<file path="config.mk">
export PLATFORM = sky130hd
export DESIGN_NAME = signed_multiply_by_power_of_2_serial_flat
export DESIGN_NICKNAME = d
export VERILOG_FILES = /design/src/rtl/signed_multiply_by_power_of_2_serial_if.sv /design/src/rtl/signed_multiply_by_power_of_2_serial.sv /design/src/flat_wrapper.sv
export SDC_FILE = /design/constraint.sdc
export NUM_CORES = 1
export LEC_CHECK = 0
export BUFFER_PORTS_ARGS = -buffer_cell sky130_fd_sc_hd__buf_2
export CAP_MARGIN = 15
export CORE_ASPECT_RATIO = 0.9
export CORE_MARGIN = 2
export CORE_UTILIZATION = 45
export CTS_CLUSTER_SIZE = 25
export DETAILED_ROUTE_END_ITERATION = 16
export PLACE_DENSITY = 0.68
export SYNTH_ARGS = -nofsm -noshare
export SYNTH_HDL_FRONTEND = slang
export SYNTH_SLANG_ARGS = --single-unit
</file>
<file path="constraint.sdc">
create_clock -name clk -period 4.6 [get_ports clk]
set_input_delay 0.23 -clock clk [delete_from_list [all_inputs] [get_ports clk]]
set_output_delay 0.23 -clock clk [all_outputs]
set_load 0.01 [all_outputs]
</file>
<file path="src/rtl/signed_multiply_by_power_of_2_serial_if.sv">
// Operand and result handshakes for the serial signed multiply-by-power-of-2 unit.
// The producer drives the master side; the shifter sits on the slave side.
interface signed_multiply_by_power_of_2_serial_if #(
    parameter int N  = 8,
    parameter int SW = $clog2(N)
);
    logic          up_valid;
    logic          up_ready;
    logic [N-1:0]  a;
    logic [SW-1:0] s;
    logic          down_valid;
    logic          down_ready;
    logic [N-1:0]  res;
    logic          ovf;

    modport master (
        output up_valid, a, s, down_ready,
        input  up_ready, down_valid, res, ovf
    );

    modport slave (
        input  up_valid, a, s, down_ready,
        output up_ready, down_valid, res, ovf
    );
endinterface

</file>
<file path="src/rtl/signed_multiply_by_power_of_2_serial.sv">
// Serial arithmetic left shift by a run-time amount, one bit per clock, with
// sticky overflow detection and saturation to the signed range on the way out.
module signed_multiply_by_power_of_2_serial #(
    parameter int N  = 8,
    parameter int SW = $clog2(N)
) (
    input logic clk,
    input logic rst,
    signed_multiply_by_power_of_2_serial_if.slave bus
);
    typedef enum logic [1:0] {
        IDLE  = 2'd0,
        SHIFT = 2'd1,
        DONE  = 2'd2
    } state_t;

    state_t        state;
    logic [N-1:0]  acc;
    logic [SW-1:0] cnt;
    logic          sgn;
    logic          ovfR;
    logic          upReady;
    logic          downValid;
    logic [N-1:0]  resR;
    logic          ovfOut;

    logic [N-1:0]  shifted;
    logic          stepOvf;
    logic [N-1:0]  satVal;

    // A step overflows when the top two bits differ: doubling would flip the sign.
    assign shifted = {acc[N-2:0], 1'b0};
    assign stepOvf = ovfR | (acc[N-1] ^ acc[N-2]);
    assign satVal  = sgn ? {1'b1, {(N-1){1'b0}}} : {1'b0, {(N-1){1'b1}}};

    always_ff @(posedge clk) begin
        if (rst) begin
            state     <= IDLE;
            acc       <= '0;
            cnt       <= '0;
            sgn       <= 1'b0;
            ovfR      <= 1'b0;
            upReady   <= 1'b1;
            downValid <= 1'b0;
            resR      <= '0;
            ovfOut    <= 1'b0;
        end else begin
            case (state)
                IDLE: begin
                    if (bus.up_valid) begin
                        acc     <= bus.a;
                        cnt     <= bus.s;
                        sgn     <= bus.a[N-1];
                        ovfR    <= 1'b0;
                        upReady <= 1'b0;
                        if (bus.s == '0) begin
                            state     <= DONE;
                            downValid <= 1'b1;
                            resR      <= bus.a;
                            ovfOut    <= 1'b0;
                        end else begin
                            state <= SHIFT;
                        end
                    end
                end
                SHIFT: begin
                    acc  <= shifted;
                    ovfR <= stepOvf;
                    cnt  <= cnt - SW'(1);
                    // Outputs are registered, so the final step publishes the result directly.
                    if (cnt == SW'(1)) begin
                        state     <= DONE;
                        downValid <= 1'b1;
                        ovfOut    <= stepOvf;
                        resR      <= stepOvf ? satVal : shifted;
                    end
                end
                DONE: begin
                    if (bus.down_ready) begin
                        state     <= IDLE;
                        downValid <= 1'b0;
                        resR      <= '0;
                        ovfOut    <= 1'b0;
                        upReady   <= 1'b1;
                    end
                end
                default: begin
                    state     <= IDLE;
                    upReady   <= 1'b1;
                    downValid <= 1'b0;
                    resR      <= '0;
                    ovfOut    <= 1'b0;
                end
            endcase
        end
    end

    assign bus.up_ready   = upReady;
    assign bus.down_valid = downValid;
    assign bus.res        = resR;
    assign bus.ovf        = ovfOut;
endmodule

</file>
<file path="src/flat_wrapper.sv">
// flat-port wrapper written by rule: the top's interface ports become plain ports
module signed_multiply_by_power_of_2_serial_flat 
#(
    parameter int N  = 8,
    parameter int SW = $clog2(N)
)
  (clk, rst, bus_up_valid, bus_a, bus_s, bus_down_ready, bus_up_ready, bus_down_valid, bus_res, bus_ovf);
  signed_multiply_by_power_of_2_serial_if #(.N(N), .SW(SW)) bus_i ();
  input logic clk;
  input logic rst;
  input wire logic [$bits(bus_i.up_valid)-1:0] bus_up_valid;
  input wire logic [$bits(bus_i.a)-1:0] bus_a;
  input wire logic [$bits(bus_i.s)-1:0] bus_s;
  input wire logic [$bits(bus_i.down_ready)-1:0] bus_down_ready;
  output wire logic [$bits(bus_i.up_ready)-1:0] bus_up_ready;
  output wire logic [$bits(bus_i.down_valid)-1:0] bus_down_valid;
  output wire logic [$bits(bus_i.res)-1:0] bus_res;
  output wire logic [$bits(bus_i.ovf)-1:0] bus_ovf;
  assign bus_i.up_valid = bus_up_valid;
  assign bus_i.a = bus_a;
  assign bus_i.s = bus_s;
  assign bus_i.down_ready = bus_down_ready;
  assign bus_up_ready = bus_i.up_ready;
  assign bus_down_valid = bus_i.down_valid;
  assign bus_res = bus_i.res;
  assign bus_ovf = bus_i.ovf;
  signed_multiply_by_power_of_2_serial #(.N(N), .SW(SW)) u_core (.clk(clk), .rst(rst), .bus(bus_i));
endmodule
</file>
==> impl_metrics.env <==
export IMPL_clk_pin_slew_worst_paths_ns=0.15
export IMPL_final_max_slew_viol_count=0
export IMPL_synth_seq_cells=26
export IMPL_via_per_inst=5.77
export IMPL_status="complete, no violations"
export IMPL_ys_seq_area_share_pct=39.2
export IMPL_fin_cells=219
export IMPL_syn_to_final_growth_pct=12.2
export IMPL_grtUsageMet1_pct=28.1
export IMPL_grt_pass1_wl_um=5440
export IMPL_use_met3_pct=5.39
export IMPL_holdPathStages=3
export IMPL_dp_hpwl_um=2430
export IMPL_synth_area_um2=1330
export IMPL_yosysTopAreaCell="dfxtp_1"
export IMPL_yosys_area_share_simple_pct=23.3
export IMPL_synthCells=161
export IMPL_core_um2=2770
export IMPL_cts_root_buf="clkbuf_4"
export IMPL_min_delay_start="bus_a[7]"
export IMPL_ir_drop_v=0.000167
export IMPL_rr_startpoint="u_core.state[0]"
export IMPL_synthDistinctLibCells=41
export IMPL_cp_startpoint="u_core.state[0]"
export IMPL_post_cts_repair_setup_buffers=0
export IMPL_switching_power_uw=172
export IMPL_fin_crit_sh_pct=51.4
export IMPL_layout_drive_gt1_share_pct=20.7
export IMPL_drt_iter0_drc=132
export IMPL_hp_class="input port to register"
export IMPL_seqPwrFrac_pct=52.9
export IMPL_power_density_nw_per_um2=351
export IMPL_dieHeight_um=55.5
export IMPL_cp_data_arrival_time_ns=2.64
export IMPL_cts_tree="done"
export IMPL_finalHoldViolations=0
export IMPL_syn_nets=178
export IMPL_setup_viol=0
export IMPL_synth_top_family_by_area="compound AO/OA/AOI/OAI gates"
export IMPL_tightest_slew_ns=0.996
export IMPL_grt_busiest_layer="met2"
export IMPL_rrSetupSlack_ns=2.24
export IMPL_power_share_switching_pct=32.9
export IMPL_grt_overflow=0
export IMPL_antenna_cells=0
export IMPL_final_nets=197
export IMPL_endpoint_kind="register"
export IMPL_p_leak_uw=0.000605
export IMPL_rsz0062_at_grt="no"
export IMPL_synth_area_mux_share_pct=0
export IMPL_ant_nets=0
export IMPL_rows=18
export IMPL_cts_buffer_depth=2
export IMPL_p_int_uw=351
export IMPL_yosys_warnings=0
export IMPL_synthArstFlopShare_pct=0
export IMPL_p_clk_share_pct=22.8
export IMPL_detail_route_first_pass_iterations=4
export IMPL_grt_antenna_before_repair=0
export IMPL_path_max_fanout=33
export IMPL_synth_xor_area_share_pct=1.32
export IMPL_clock_latency_ns=0.33
export IMPL_final_util_pct=53.7
export IMPL_comb_power_share_pct=24.3
export IMPL_yosys_area_top_type_share_pct=39.2
export IMPL_synth_edf_count=0
export IMPL_reg2reg_to="u_core.bus.res[5]"
export IMPL_placedCellCount=215
export IMPL_fmax_ghz=0.423
export IMPL_dieArea_um2=3400
export IMPL_synth_most_common_cell="dfxtp_1"
export IMPL_die_width_um=61.3
export IMPL_grt_max_degree=34
export IMPL_fin_skew_ns=0.0136
export IMPL_cts_hold_buffers=0
export IMPL_io_buffers=25
export IMPL_cts_max_level=1
export IMPL_ff2ff_path_depth=4
export IMPL_relSlewSlack_pct=33.5
export IMPL_use_met2_pct=32.7
export IMPL_synth_commonest_cells="dfxtp_1 (26), a21oi_1 (16), nand2_1 (16), nor2_1 (15)"
export IMPL_hold_path_end="u_core.sgn"
export IMPL_grt_pass1_vias=1240
export IMPL_synthAdderAreaFrac_pct=1.89
export IMPL_syn_area_per_cell_um2=8.25
export IMPL_cp_required_ns=4.87
export IMPL_min_period_ns=2.36
export IMPL_drt_total_wl_um=3390
export IMPL_fin_tns_setup_ns=0
export IMPL_initial_core_util_pct=47.9
export IMPL_cts_resized=0
export IMPL_vias=1263
export IMPL_pin_count=26
export IMPL_numCtsBuffers=3
export IMPL_synthTopCellsByArea="dfxtp_1 (39%), a21oi_1 (6.0%), nand2_1 (4.5%)"
export IMPL_maxCapViolations=0
export IMPL_drc_errors=0
export IMPL_gp_congestion=0.776
export IMPL_path_class="register to register"
export IMPL_cp_start_kind="register"
export IMPL_grtUsageTotal_pct=21.0
export IMPL_synthFlopType="dfxtp_1"
export IMPL_cts_num_sinks=26
export IMPL_wl_per_cell_um=15.5
export IMPL_synth_compound_area_share_pct=28.3
[sequential cells by signal (all words and copies together) (netlist names)]
| name | flops |
|---|---|
| u_core.acc | 8 |
| u_core.sgn | 1 |
| u_core.cnt | 3 |
| u_core.bus.res | 8 |
| u_core.ovfR | 1 |
| u_core.bus.up_ready | 1 |
| u_core.state | 2 |
| u_core.bus.down_valid | 1 |
| u_core.bus.ovf | 1 |
[metrics by stage]
stage	hold WS, ns	setup WS [ns]	area, µm²	total power (µW)
CTS	0.138	2.27	1490	525
detailed placement	0.448	2.30	1450	407
global route	0.161	2.03	1490	552
floorplan	0.366	2.86	1330	368
finish	0.146	2.24	1490	523
global placement	0.435	2.44	1450	402
[power by group through the flow]
stage	clock [µW]	sequential (µW)	combinational, µW
3_3_place_gp	0	280	122
2_1_floorplan	0	271	96.6
3_5_place_dp	0	281	126
6_report	119	277	127
4_1_cts	122	276	127
5_1_grt	130	281	141
[layout make-up]
| class | count | area, µm² |
|---|---|---|
| sequential | 26 | 520 |
| fill | 278 | 1280 |
| tap | 40 | 50.0 |
| clock buffer | 4 | 36.3 |
| inverter | 8 | 30.0 |
| multi-input combinational | 116 | 727 |
| timing repair buffer | 25 | 125 |
[kinds of logic after synthesis]
| logic type | count (synthesis) |
|---|---|
| DFF | 26 |
| AOI/OAI and AO/OA | 51 |
| buffers and inverters | 19 |
| xor gates and xnor gates | 2 |
| and+or+nand+nor | 61 |
| adders and majority gates | 2 |
[worst max-delay path by stage]
stage / end / slack [ns] / cells after the start
after global routing: u_core.bus.res[5] / 2.03 / 4
after CTS: u_core.bus.res[5] / 2.27 / 4
after floorplan: u_core.bus.res[1] / 2.86 / 5
final: u_core.bus.res[5] / 2.24 / 4
after detailed placement: u_core.bus.res[6] / 2.30 / 4
after global placement: u_core.bus.res[4] / 2.44 / 4
[critical path: stages (launching register included)]
cell,delay (ns)
dfxtp_1,0.66
or3b_2,0.76
a221oi_2,0.42
o21ai_0,0.27
o2bb2ai_1,0.19
[layout by cell type, fill, tap and decap left out, types with 2 or more instances in the layout]
cell	count
a211oi_1	2
nand3_1	7
o21a_1	2
nand2b_1	9
nand2_1	16
a22o_1	2
inv_1	8
o22ai_1	4
nor2_1	15
nand4b_1	2
nor2b_1	2
a21oi_1	16
ha_1	2
clkbuf_4	3
o221a_2	3
buf_2	25
o211ai_1	2
a311oi_1	3
o2bb2ai_1	4
a22oi_1	3
o21ai_0	3
dfxtp_1	26
or3_1	2
[per-layer routing]
| layer | wire length (µm) | up-vias |
|---|---|---|
| li1 | - | 620 |
| met1 | 1560 | 598 |
| met2 | 1580 | 43 |
| met3 | 226 | 2 |
| met4 | 19 | 0 |
| met5 | 0 | - |
(Power assumes the default switching activity.)
